--- src/rtl/multicycle_controller_if.sv ---
// Controller <-> datapath bundle: IR fields and memory status in, datapath selects/enables out.
// master = controller side, slave = datapath side.
interface multicycle_controller_if #(
    parameter int INSTRET_W = 32
) ();
    logic [6:0]           opcode;
    logic [2:0]           funct3;
    logic                 funct7_5;
    logic                 zero;
    logic                 mem_ready;
    logic                 pc_write;
    logic                 adr_src;
    logic                 mem_req;
    logic                 mem_write;
    logic                 ir_write;
    logic [1:0]           result_src;
    logic [1:0]           alu_src_a;
    logic [1:0]           alu_src_b;
    logic [1:0]           imm_src;
    logic [2:0]           alu_control;
    logic                 reg_write;
    logic                 illegal_instr;
    logic                 mem_timeout;
    logic [INSTRET_W-1:0] instret;

    modport master (
        input  opcode, funct3, funct7_5, zero, mem_ready,
        output pc_write, adr_src, mem_req, mem_write, ir_write, result_src,
               alu_src_a, alu_src_b, imm_src, alu_control, reg_write,
               illegal_instr, mem_timeout, instret
    );

    modport slave (
        output opcode, funct3, funct7_5, zero, mem_ready,
        input  pc_write, adr_src, mem_req, mem_write, ir_write, result_src,
               alu_src_a, alu_src_b, imm_src, alu_control, reg_write,
               illegal_instr, mem_timeout, instret
    );
endinterface

--- src/rtl/multicycle_controller.sv ---
// Multicycle RV32I sequencer driving a shared ALU/memory datapath from FETCH through writeback.
// Latency: 3-5 states per instruction plus memory wait; selects are registered from the next state.
// Backpressure: mem_req held until mem_ready; MEM_TIMEOUT consecutive waits halt the core.
module multicycle_controller #(
    parameter int MEM_TIMEOUT = 16,
    parameter int INSTRET_W   = 32
) (
    input  logic                    clk,
    input  logic                    rst,
    multicycle_controller_if.master bus
);
    typedef enum logic [3:0] {
        S_FETCH, S_DECODE, S_MEMADR, S_MEMREAD, S_MEMWB, S_MEMWRITE,
        S_EXECR, S_EXECI, S_ALUWB, S_BEQ, S_JAL, S_HALT
    } state_t;

    typedef struct packed {
        logic       mem_req;
        logic       mem_write;
        logic       adr_src;
        logic       pc_write;
        logic       reg_write;
        logic [1:0] result_src;
        logic [1:0] alu_src_a;
        logic [1:0] alu_src_b;
        logic [1:0] imm_src;
        logic [2:0] alu_control;
    } ctrl_t;

    localparam logic [6:0] OP_LW  = 7'b0000011;
    localparam logic [6:0] OP_SW  = 7'b0100011;
    localparam logic [6:0] OP_R   = 7'b0110011;
    localparam logic [6:0] OP_I   = 7'b0010011;
    localparam logic [6:0] OP_B   = 7'b1100011;
    localparam logic [6:0] OP_JAL = 7'b1101111;

    localparam logic [2:0] ALU_ADD = 3'b000;
    localparam logic [2:0] ALU_SUB = 3'b001;
    localparam logic [2:0] ALU_AND = 3'b010;
    localparam logic [2:0] ALU_OR  = 3'b011;
    localparam logic [2:0] ALU_SLT = 3'b101;

    localparam int             CNT_W    = $clog2(MEM_TIMEOUT + 1);
    localparam logic [CNT_W-1:0] CNT_LAST = CNT_W'(MEM_TIMEOUT - 1);

    state_t               state;
    state_t               nxt;
    ctrl_t                ctrl_q;
    logic [CNT_W-1:0]     wait_cnt;
    logic                 illegal_q;
    logic                 timeout_q;
    logic [INSTRET_W-1:0] instret_q;

    logic       alu_legal;
    logic [2:0] alu_op;
    logic       br_legal;
    logic       br_take;
    logic       mem_state;
    logic       timed_out;
    logic       illegal_now;
    logic       retire;

    always_comb begin
        alu_legal = 1'b1;
        alu_op    = ALU_ADD;
        case (bus.funct3)
            3'b000:  alu_op = (bus.opcode == OP_R && bus.funct7_5) ? ALU_SUB : ALU_ADD;
            3'b010:  alu_op = ALU_SLT;
            3'b110:  alu_op = ALU_OR;
            3'b111:  alu_op = ALU_AND;
            default: alu_legal = 1'b0;
        endcase
    end

    // funct3[0] selects bne, which inverts the zero flag.
    assign br_legal = (bus.funct3[2:1] == 2'b00);
    assign br_take  = br_legal & (bus.zero ^ bus.funct3[0]);

    assign mem_state = (state == S_FETCH) || (state == S_MEMREAD) || (state == S_MEMWRITE);
    assign timed_out = mem_state && !bus.mem_ready && (wait_cnt == CNT_LAST);

    always_comb begin
        nxt         = state;
        illegal_now = 1'b0;
        case (state)
            S_FETCH:    if (bus.mem_ready) nxt = S_DECODE;
            S_DECODE: begin
                case (bus.opcode)
                    OP_LW, OP_SW: nxt = S_MEMADR;
                    OP_R:         nxt = S_EXECR;
                    OP_I:         nxt = S_EXECI;
                    OP_B:         nxt = S_BEQ;
                    OP_JAL:       nxt = S_JAL;
                    default: begin
                        nxt         = S_HALT;
                        illegal_now = 1'b1;
                    end
                endcase
            end
            S_MEMADR:   nxt = (bus.opcode == OP_SW) ? S_MEMWRITE : S_MEMREAD;
            S_MEMREAD:  if (bus.mem_ready) nxt = S_MEMWB;
            S_MEMWRITE: if (bus.mem_ready) nxt = S_FETCH;
            S_MEMWB:    nxt = S_FETCH;
            S_EXECR, S_EXECI: begin
                nxt         = alu_legal ? S_ALUWB : S_HALT;
                illegal_now = !alu_legal;
            end
            S_ALUWB:    nxt = S_FETCH;
            S_BEQ: begin
                nxt         = br_legal ? S_FETCH : S_HALT;
                illegal_now = !br_legal;
            end
            S_JAL:      nxt = S_ALUWB;
            default:    nxt = S_HALT;
        endcase
        if (timed_out) nxt = S_HALT;
    end

    // Every path back into FETCH from another state completes an instruction.
    assign retire = (nxt == S_FETCH) && (state != S_FETCH);

    function automatic ctrl_t decode(input state_t s, input logic [6:0] op, input logic [2:0] aop);
        ctrl_t c;
        c = '0;
        case (s)
            S_FETCH: begin
                c.mem_req    = 1'b1;
                c.alu_src_b  = 2'b10;
                c.result_src = 2'b10;
            end
            S_DECODE: begin
                c.alu_src_a = 2'b01;
                c.alu_src_b = 2'b01;
                c.imm_src   = 2'b10;
            end
            S_MEMADR: begin
                c.alu_src_a = 2'b10;
                c.alu_src_b = 2'b01;
                c.imm_src   = (op == OP_SW) ? 2'b01 : 2'b00;
            end
            S_MEMREAD: begin
                c.mem_req = 1'b1;
                c.adr_src = 1'b1;
            end
            S_MEMWRITE: begin
                c.mem_req   = 1'b1;
                c.mem_write = 1'b1;
                c.adr_src   = 1'b1;
            end
            S_MEMWB: begin
                c.result_src = 2'b01;
                c.reg_write  = 1'b1;
            end
            S_EXECR: begin
                c.alu_src_a   = 2'b10;
                c.alu_control = aop;
            end
            S_EXECI: begin
                c.alu_src_a   = 2'b10;
                c.alu_src_b   = 2'b01;
                c.alu_control = aop;
            end
            S_ALUWB:  c.reg_write = 1'b1;
            S_BEQ: begin
                c.alu_src_a   = 2'b10;
                c.alu_control = ALU_SUB;
            end
            S_JAL: begin
                c.alu_src_a = 2'b01;
                c.alu_src_b = 2'b10;
                c.imm_src   = 2'b11;
                c.pc_write  = 1'b1;
            end
            default: c = '0;
        endcase
        return c;
    endfunction

    always_ff @(posedge clk) begin
        if (!rst) begin
            state     <= S_FETCH;
            ctrl_q    <= decode(S_FETCH, bus.opcode, alu_op);
            wait_cnt  <= '0;
            illegal_q <= 1'b0;
            timeout_q <= 1'b0;
            instret_q <= '0;
        end else begin
            state  <= nxt;
            ctrl_q <= decode(nxt, bus.opcode, alu_op);
            if (nxt != state || bus.mem_ready) begin
                wait_cnt <= '0;
            end else if (mem_state) begin
                wait_cnt <= wait_cnt + CNT_W'(1);
            end
            if (illegal_now) illegal_q <= 1'b1;
            if (timed_out)   timeout_q <= 1'b1;
            if (retire)      instret_q <= instret_q + INSTRET_W'(1);
        end
    end

    // The fetch handshake and branch decision are the only paths that see inputs combinationally.
    assign bus.ir_write    = rst & (state == S_FETCH) & bus.mem_ready;
    assign bus.pc_write    = rst & (ctrl_q.pc_write
                                    | ((state == S_FETCH) & bus.mem_ready)
                                    | ((state == S_BEQ) & br_take));
    assign bus.mem_req     = rst & ctrl_q.mem_req;
    assign bus.mem_write   = rst & ctrl_q.mem_write;
    assign bus.adr_src     = rst & ctrl_q.adr_src;
    assign bus.reg_write   = rst & ctrl_q.reg_write;
    assign bus.result_src  = rst ? ctrl_q.result_src  : 2'b00;
    assign bus.alu_src_a   = rst ? ctrl_q.alu_src_a   : 2'b00;
    assign bus.alu_src_b   = rst ? ctrl_q.alu_src_b   : 2'b00;
    assign bus.imm_src     = rst ? ctrl_q.imm_src     : 2'b00;
    assign bus.alu_control = rst ? ctrl_q.alu_control : 3'b000;
    assign bus.illegal_instr = illegal_q;
    assign bus.mem_timeout   = timeout_q;
    assign bus.instret       = instret_q;
endmodule
--- src/flat_wrapper.sv ---
// flat-port wrapper written by rule: the top's interface ports become plain ports
module multicycle_controller_flat 
#(
    parameter int MEM_TIMEOUT = 16,
    parameter int INSTRET_W   = 32
)
  (clk, rst, bus_opcode, bus_funct3, bus_funct7_5, bus_zero, bus_mem_ready, bus_pc_write, bus_adr_src, bus_mem_req, bus_mem_write, bus_ir_write, bus_result_src, bus_alu_src_a, bus_alu_src_b, bus_imm_src, bus_alu_control, bus_reg_write, bus_illegal_instr, bus_mem_timeout, bus_instret);
  multicycle_controller_if #(.INSTRET_W(INSTRET_W)) bus_i ();
  input  logic clk;
  input  logic rst;
  input wire logic [$bits(bus_i.opcode)-1:0] bus_opcode;
  input wire logic [$bits(bus_i.funct3)-1:0] bus_funct3;
  input wire logic [$bits(bus_i.funct7_5)-1:0] bus_funct7_5;
  input wire logic [$bits(bus_i.zero)-1:0] bus_zero;
  input wire logic [$bits(bus_i.mem_ready)-1:0] bus_mem_ready;
  output wire logic [$bits(bus_i.pc_write)-1:0] bus_pc_write;
  output wire logic [$bits(bus_i.adr_src)-1:0] bus_adr_src;
  output wire logic [$bits(bus_i.mem_req)-1:0] bus_mem_req;
  output wire logic [$bits(bus_i.mem_write)-1:0] bus_mem_write;
  output wire logic [$bits(bus_i.ir_write)-1:0] bus_ir_write;
  output wire logic [$bits(bus_i.result_src)-1:0] bus_result_src;
  output wire logic [$bits(bus_i.alu_src_a)-1:0] bus_alu_src_a;
  output wire logic [$bits(bus_i.alu_src_b)-1:0] bus_alu_src_b;
  output wire logic [$bits(bus_i.imm_src)-1:0] bus_imm_src;
  output wire logic [$bits(bus_i.alu_control)-1:0] bus_alu_control;
  output wire logic [$bits(bus_i.reg_write)-1:0] bus_reg_write;
  output wire logic [$bits(bus_i.illegal_instr)-1:0] bus_illegal_instr;
  output wire logic [$bits(bus_i.mem_timeout)-1:0] bus_mem_timeout;
  output wire logic [$bits(bus_i.instret)-1:0] bus_instret;
  assign bus_i.opcode = bus_opcode;
  assign bus_i.funct3 = bus_funct3;
  assign bus_i.funct7_5 = bus_funct7_5;
  assign bus_i.zero = bus_zero;
  assign bus_i.mem_ready = bus_mem_ready;
  assign bus_pc_write = bus_i.pc_write;
  assign bus_adr_src = bus_i.adr_src;
  assign bus_mem_req = bus_i.mem_req;
  assign bus_mem_write = bus_i.mem_write;
  assign bus_ir_write = bus_i.ir_write;
  assign bus_result_src = bus_i.result_src;
  assign bus_alu_src_a = bus_i.alu_src_a;
  assign bus_alu_src_b = bus_i.alu_src_b;
  assign bus_imm_src = bus_i.imm_src;
  assign bus_alu_control = bus_i.alu_control;
  assign bus_reg_write = bus_i.reg_write;
  assign bus_illegal_instr = bus_i.illegal_instr;
  assign bus_mem_timeout = bus_i.mem_timeout;
  assign bus_instret = bus_i.instret;
  multicycle_controller #(.MEM_TIMEOUT(MEM_TIMEOUT), .INSTRET_W(INSTRET_W)) u_core (.clk(clk), .rst(rst), .bus(bus_i));
endmodule
--- config.mk ---
export PLATFORM = sky130hd
export DESIGN_NAME = multicycle_controller_flat
export DESIGN_NICKNAME = d
export VERILOG_FILES = /design/src/rtl/multicycle_controller_if.sv /design/src/rtl/multicycle_controller.sv /design/src/flat_wrapper.sv
export SDC_FILE = /design/constraint.sdc
export NUM_CORES = 1
export LEC_CHECK = 0
export CAP_MARGIN = 15
export CORE_ASPECT_RATIO = 0.6
export CORE_MARGIN = 5
export CORE_UTILIZATION = 40
export CTS_CLUSTER_DIAMETER = 80
export DETAILED_ROUTE_END_ITERATION = 10
export HOLD_SLACK_MARGIN = 0.06
export PLACE_DENSITY = 0.76
export RECOVER_POWER = 100
export SYNTH_ARGS = -nofsm -noshare
export SYNTH_HDL_FRONTEND = slang
export SYNTH_SLANG_ARGS = --single-unit
--- constraint.sdc ---
create_clock -name clk -period 4.5 [get_ports clk]
set_input_delay 1.35 -clock clk [delete_from_list [all_inputs] [get_ports clk]]
set_output_delay 1.35 -clock clk [all_outputs]
set_load 0.02 [all_outputs]
==> out/results.ini <==
[global_routing]
grt_pass1_wl_mm=13.3
antenna_found_initial=0
grt_overflow=0
grt_pass1_vias=2736
grt_util_all_layers=0.168
grt_max_degree=49

[worst_setup_path]
crit_family=buffers and inverters
r2r_start=u_core.wait_cnt[0]$_SDFFE_PP0N_
crit_top_cell=clkdlybuf4s50_1
r2r_slack_ps=1090
crit_chain=clkdlybuf4s50_1, buf_4, and2_1, clkdlybuf4s50_1
arrival_ps=3050
cp-end-kind=output port
reg2reg_to=u_core.bus.instret[23]$_SDFFE_PN0P_
crit_cells=4
r2r_cells=11
cpPeakStageDelay_ps=610
crit_fanout=48
worstSetupPathType=input pin to output port
worst-path-buf-inv=3
crit_slowest_cell=clkdlybuf4s50_1
critPathRequiredTime_ps=3150
crit_path_start_kind=input pin

[sta]
grt_setup_unrepaired=no
fin_tns_setup_ps=0
hold_viol=0
whs_ps=462
worst_pin_slew_ps=747
finalMaxSlewViolations=0
finalCritPeriodShare=0.979
fmax_mhz=227
finalSetupViolCount=0
fin_skew_ps=5.14
relSlewSlack=0.498
layout_min_cycle_time_ps=4400

[logic_synthesis]
synth_top_area_cell=dfxtp_1
yosysWarningCount=0
yosys.area.top_type_share=0.374
seq_area_frac_synth=0.374
synth_edf_count=0
yosysMostFrequentCell=dfxtp_1
synth_area_um2=3160
syn_area_per_cell_um2=8.66
synth_fp_nets=383
synth_area_leaders=dfxtp_1, and2_1, xnor2_1
ys_types=54
netlist_instances=365
synth-main-ff-cell=dfxtp_1
async_flop_share=0
synth-seq-cells=59
yosys-top-cells-count=dfxtp_1, and2_1, xnor2_1

[clock_tree]
holdBufCountCts=0
ctsResizeCount=0
postCtsSetupRepairBufs=0
numClockSinks=59
clk_latency_ps=330
cts_max_level=3
clockRootBuffer=clkbuf_16
clk_pin_slew_worst_paths_ps=50
cts_buffer_depth=2
cts_tree=done
cts_inserted_buffers=9

[die]
die_area_um2=9830
die_x_um=125
fp.dieH_um=78.8
rows=25
start_util=0.406
io-pin-count=66
core_um2=7790

[status]
status=completed

[hold_path]
hold_depth=1
worstHoldEndpoint=u_core.bus.mem_timeout$_SDFFE_PN0P_
hp-start=u_core.bus.mem_timeout$_SDFFE_PN0P_
hp-class=flop to flop

[route]
viasPerCell=5.35
postRouteWirelength_mm=8.03
drt-initial-drc-count=288
drc=0
drtAntennaViolNets=0
wl_per_cell_um=14.6
vias=2939
drt-pass1-iter-count=6

[flow_run]
max_cap_violations=0

[cells_and_area]
n_antenna_cell=0
nNetsFinal=454
syn_to_final_growth_pct=32.1
finalNonFillerCells=549
drive_gt1_frac=0.0658

[placed_design]
port_buffers=65
finalWeightedCongestion=0.953
dp_cells=533
dp_hpwl_mm=5.93

[pwr]
power_mw=2.03
power_density_nw_per_um2=486
power.leakage_nw=1.69
vdd_drop_max_mv=0.272

[cell families after synthesis]
logic type / synth area share
compound gates: 0.0970
xor+xnor: 0.0970
buf+inv: 0.0444
simple gates: 0.353
flops: 0.374
mux: 0.0230
fa+ha+maj: 0.0119
[cell usage in the layout, fill, tap and decap left out, types with 8 or more instances in the layout]
cell	Yosys	routed
inv_1	8	8
xnor2_1	31	31
and2_0	0	29
nor2_1	18	18
buf_4	0	11
and2_1	50	21
clkdlybuf4s50_1	0	28
nand2_1	21	21
dfxtp_1	59	59
o21ai_0	11	11
nor2b_1	8	8
dlygate4sd3_1	0	37
and3_1	11	11
clkbuf_16	0	9
nand4_1	17	17
nand3_1	24	24
[per-stage QoR]
stage / instance area, µm² / utilization / setup slack, ps
final: 4170 / 0.536 / 95.1
after floorplan: 3160 / - / 780
after detailed placement: 3960 / 0.508 / 140
after global routing: 4170 / 0.536 / 4.55
after CTS: 4220 / 0.541 / 124
after global placement: 3960 / 0.508 / 99.9
[worst max path at each step]
stage                       start          endpoint  slack [ps]
floorplan                     rst      bus_pc_write         780
global placement    bus_funct3[0]      bus_pc_write         100
CTS                 bus_funct3[0]      bus_pc_write         120
detailed placement  bus_funct3[0]      bus_pc_write         140
global route        bus_funct3[0]      bus_pc_write           5
finish                        rst  bus_alu_src_b[0]         100
[cell type report]
type	count	area [µm²]
Multi-Input combinational cell	278	1820
Timing Repair Buffer	80	749
Clock inverter	3	15.0
Clock buffer	13	240
Tap cell	108	135
Inverter	8	30.0
Fill cell	688	3610
Sequential cell	59	1180
[worst register-to-register path: cells and delay by family (launching register included)]
family | cells | cell delay, ps
compound gates | 2 | 370
fa+ha+maj | 2 | 400
buf+inv | 1 | 440
flops | 1 | 330
simple gates | 6 | 1810
[power breakdown]
| group | total, mW | internal (mW) | switching [mW] |
|---|---|---|---|
| sequential | 0.630 | 0.590 | 0.0405 |
| combinational | 0.814 | 0.311 | 0.503 |
| clock | 0.584 | 0.368 | 0.216 |
| total | 2.03 | 1.27 | 0.759 |
[sequential cells by signal (all words and copies together), names as in the netlist]
name                      count
u_core.bus.instret           32
u_core.ctrl_q                16
u_core.wait_cnt               5
u_core.state                  4
u_core.bus.illegal_instr      1
u_core.bus.mem_timeout        1
[routing by layer]
metal / global-route usage / vias to the layer above / wire (µm)
li1: - / 1427 / -
met1: 0.220 / 1379 / 3740
met2: 0.249 / 108 / 3400
met3: 0.0652 / 25 / 706
met4: 0.0656 / 0 / 178
met5: 0 / - / 0
Note: power is estimated with default switching activity, not from simulation.
==> patch (same flow settings) <==
`MEM_TIMEOUT` is set to 16 in 2 places; all go to 64.
--- a/src/rtl/multicycle_controller.sv
+++ b/src/rtl/multicycle_controller.sv
@@ -3,5 +3,5 @@
 // Backpressure: mem_req held until mem_ready; MEM_TIMEOUT consecutive waits halt the core.
 module multicycle_controller #(
-    parameter int MEM_TIMEOUT = 16,
+    parameter int MEM_TIMEOUT = 64,
     parameter int INSTRET_W   = 32
 ) (
--- a/src/flat_wrapper.sv
+++ b/src/flat_wrapper.sv
@@ -2,5 +2,5 @@
 module multicycle_controller_flat 
 #(
-    parameter int MEM_TIMEOUT = 16,
+    parameter int MEM_TIMEOUT = 64,
     parameter int INSTRET_W   = 32
 )
Check against the original RTL: no difference found for any inputs over 10 cycles, from zero or initial values and one cycle with rst low; that may be too few to reach the edited logic, so the function may still have changed.
==> patch against the unedited design <==
- setup slack improved by 0.014 ns
- total power grew 14%
- critical path depth up 1
- sequential cell count increased by 2
- hold slack better by 0.014 ns
- wire length rose by 27%
- maximum frequency up 0.32%
- clock skew grew 0.00062 ns
- design area increased by 7.6%
- synthesized area is 11% higher
==> patch: results <==
metrics = {
    "global_route": {
        "grt_max_degree": 48,
        "grt_usage": 0.196,
    },
    "outcome": {
        "status": "finished clean",
    },
    "placement": {
        "gp_congestion": 0.943,
        "hpwl_um": 7330,
        "place_inst": 578,
        "pre_cts_slack_ns": 0.147,
        "place_area_um2": 4250,
    },
    "critical_path": {
        "crit_fanout": 4,
        "critical_path.max_stage_delay_ns": 0.63,
        "cp.arrival_ns": 3.04,
    },
    "detailed_routing": {
        "vias": 3650,
        "dr_wl_met2_um": 4020,
        "drt_wl_total_um": 10200,
        "drt-initial-drc-count": 392,
        "viasPerCell": 6.14,
        "wl_met1_um": 4860,
        "drtPass1Iterations": 5,
    },
    "synth": {
        "synthTopCellsByCount": "dfxtp_1, nor2_1, nand2_1",
        "syn_nets": 435,
        "netlist_instances": 418,
        "yosysUniqueCellTypes": 67,
    },
    "layout": {
        "multi_input_area_um2": 2080,
        "nets": 494,
        "drive_gt1_frac": 0.0664,
        "fill_cells": 778,
    },
    "power_and_ir_drop": {
        "p_leak_nw": 1.67,
        "irDropWorstVdd_mv": 0.301,
    },
    "sta": {
        "slew_headroom": 0.550,
    },
}
-- patch: cell type report --
cell class	count	share of cell area
Timing Repair Buffer	76	0.166
Multi-Input combinational cell	318	0.463
Tap cell	112	0.0312
Clock inverter	5	0.00613
Inverter	11	0.00919
Clock buffer	11	0.0518
Sequential cell	61	0.272
-- patch: path summary, 6_finish.rpt --
path,end,from,cells past startpoint,slack (ns)
setup / recovery,bus_pc_write,bus_funct3[0],5,0.11
hold / removal,u_core.bus.mem_timeout,u_core.bus.mem_timeout,2,0.48
setup reg to reg,u_core.bus.instret[30],u_core.state[1],7,1.44
hold reg to reg,u_core.bus.mem_timeout,u_core.bus.mem_timeout,2,0.48
-- patch: kinds of logic after synthesis --
family                   after synthesis  share of synthesized area
AND/OR/NAND/NOR                      202                      0.342
buffers and inverters                 39                     0.0544
AO/OA/AOI/OAI                         97                      0.202
multiplexers                           9                     0.0258
XOR/XNOR                               8                     0.0200
adder cells (fa/ha/maj)                2                    0.00715
flip-flops                            61                      0.349
-- patch: power breakdown --
| part | internal (W) | leakage [nW] | switching (W) |
|---|---|---|---|
| Clock | 0.000368 | 0.129 | 0.000233 |
| Combinational | 0.000338 | 1.04 | 0.000698 |
| Sequential | 0.000602 | 0.494 | 0.0000703 |
| Total | 0.00131 | 1.67 | 0.00100 |
-- patch: worst max-delay path, delay by kind of cell --
kind                   cells  cell delay, ns
AO/OA/AOI/OAI              1            0.20
buffers and inverters      2            1.19
XOR/XNOR                   1            0.20
AND/OR/NAND/NOR            1            0.10
-- patch: per-layer routing --
| metal | up-vias | GRT usage |
|---|---|---|
| li1 | 1749 | - |
| met1 | 1693 | 0.288 |
| met2 | 200 | 0.272 |
| met3 | 8 | 0.0662 |
| met4 | 0 | 0.0493 |
| met5 | - | 0 |
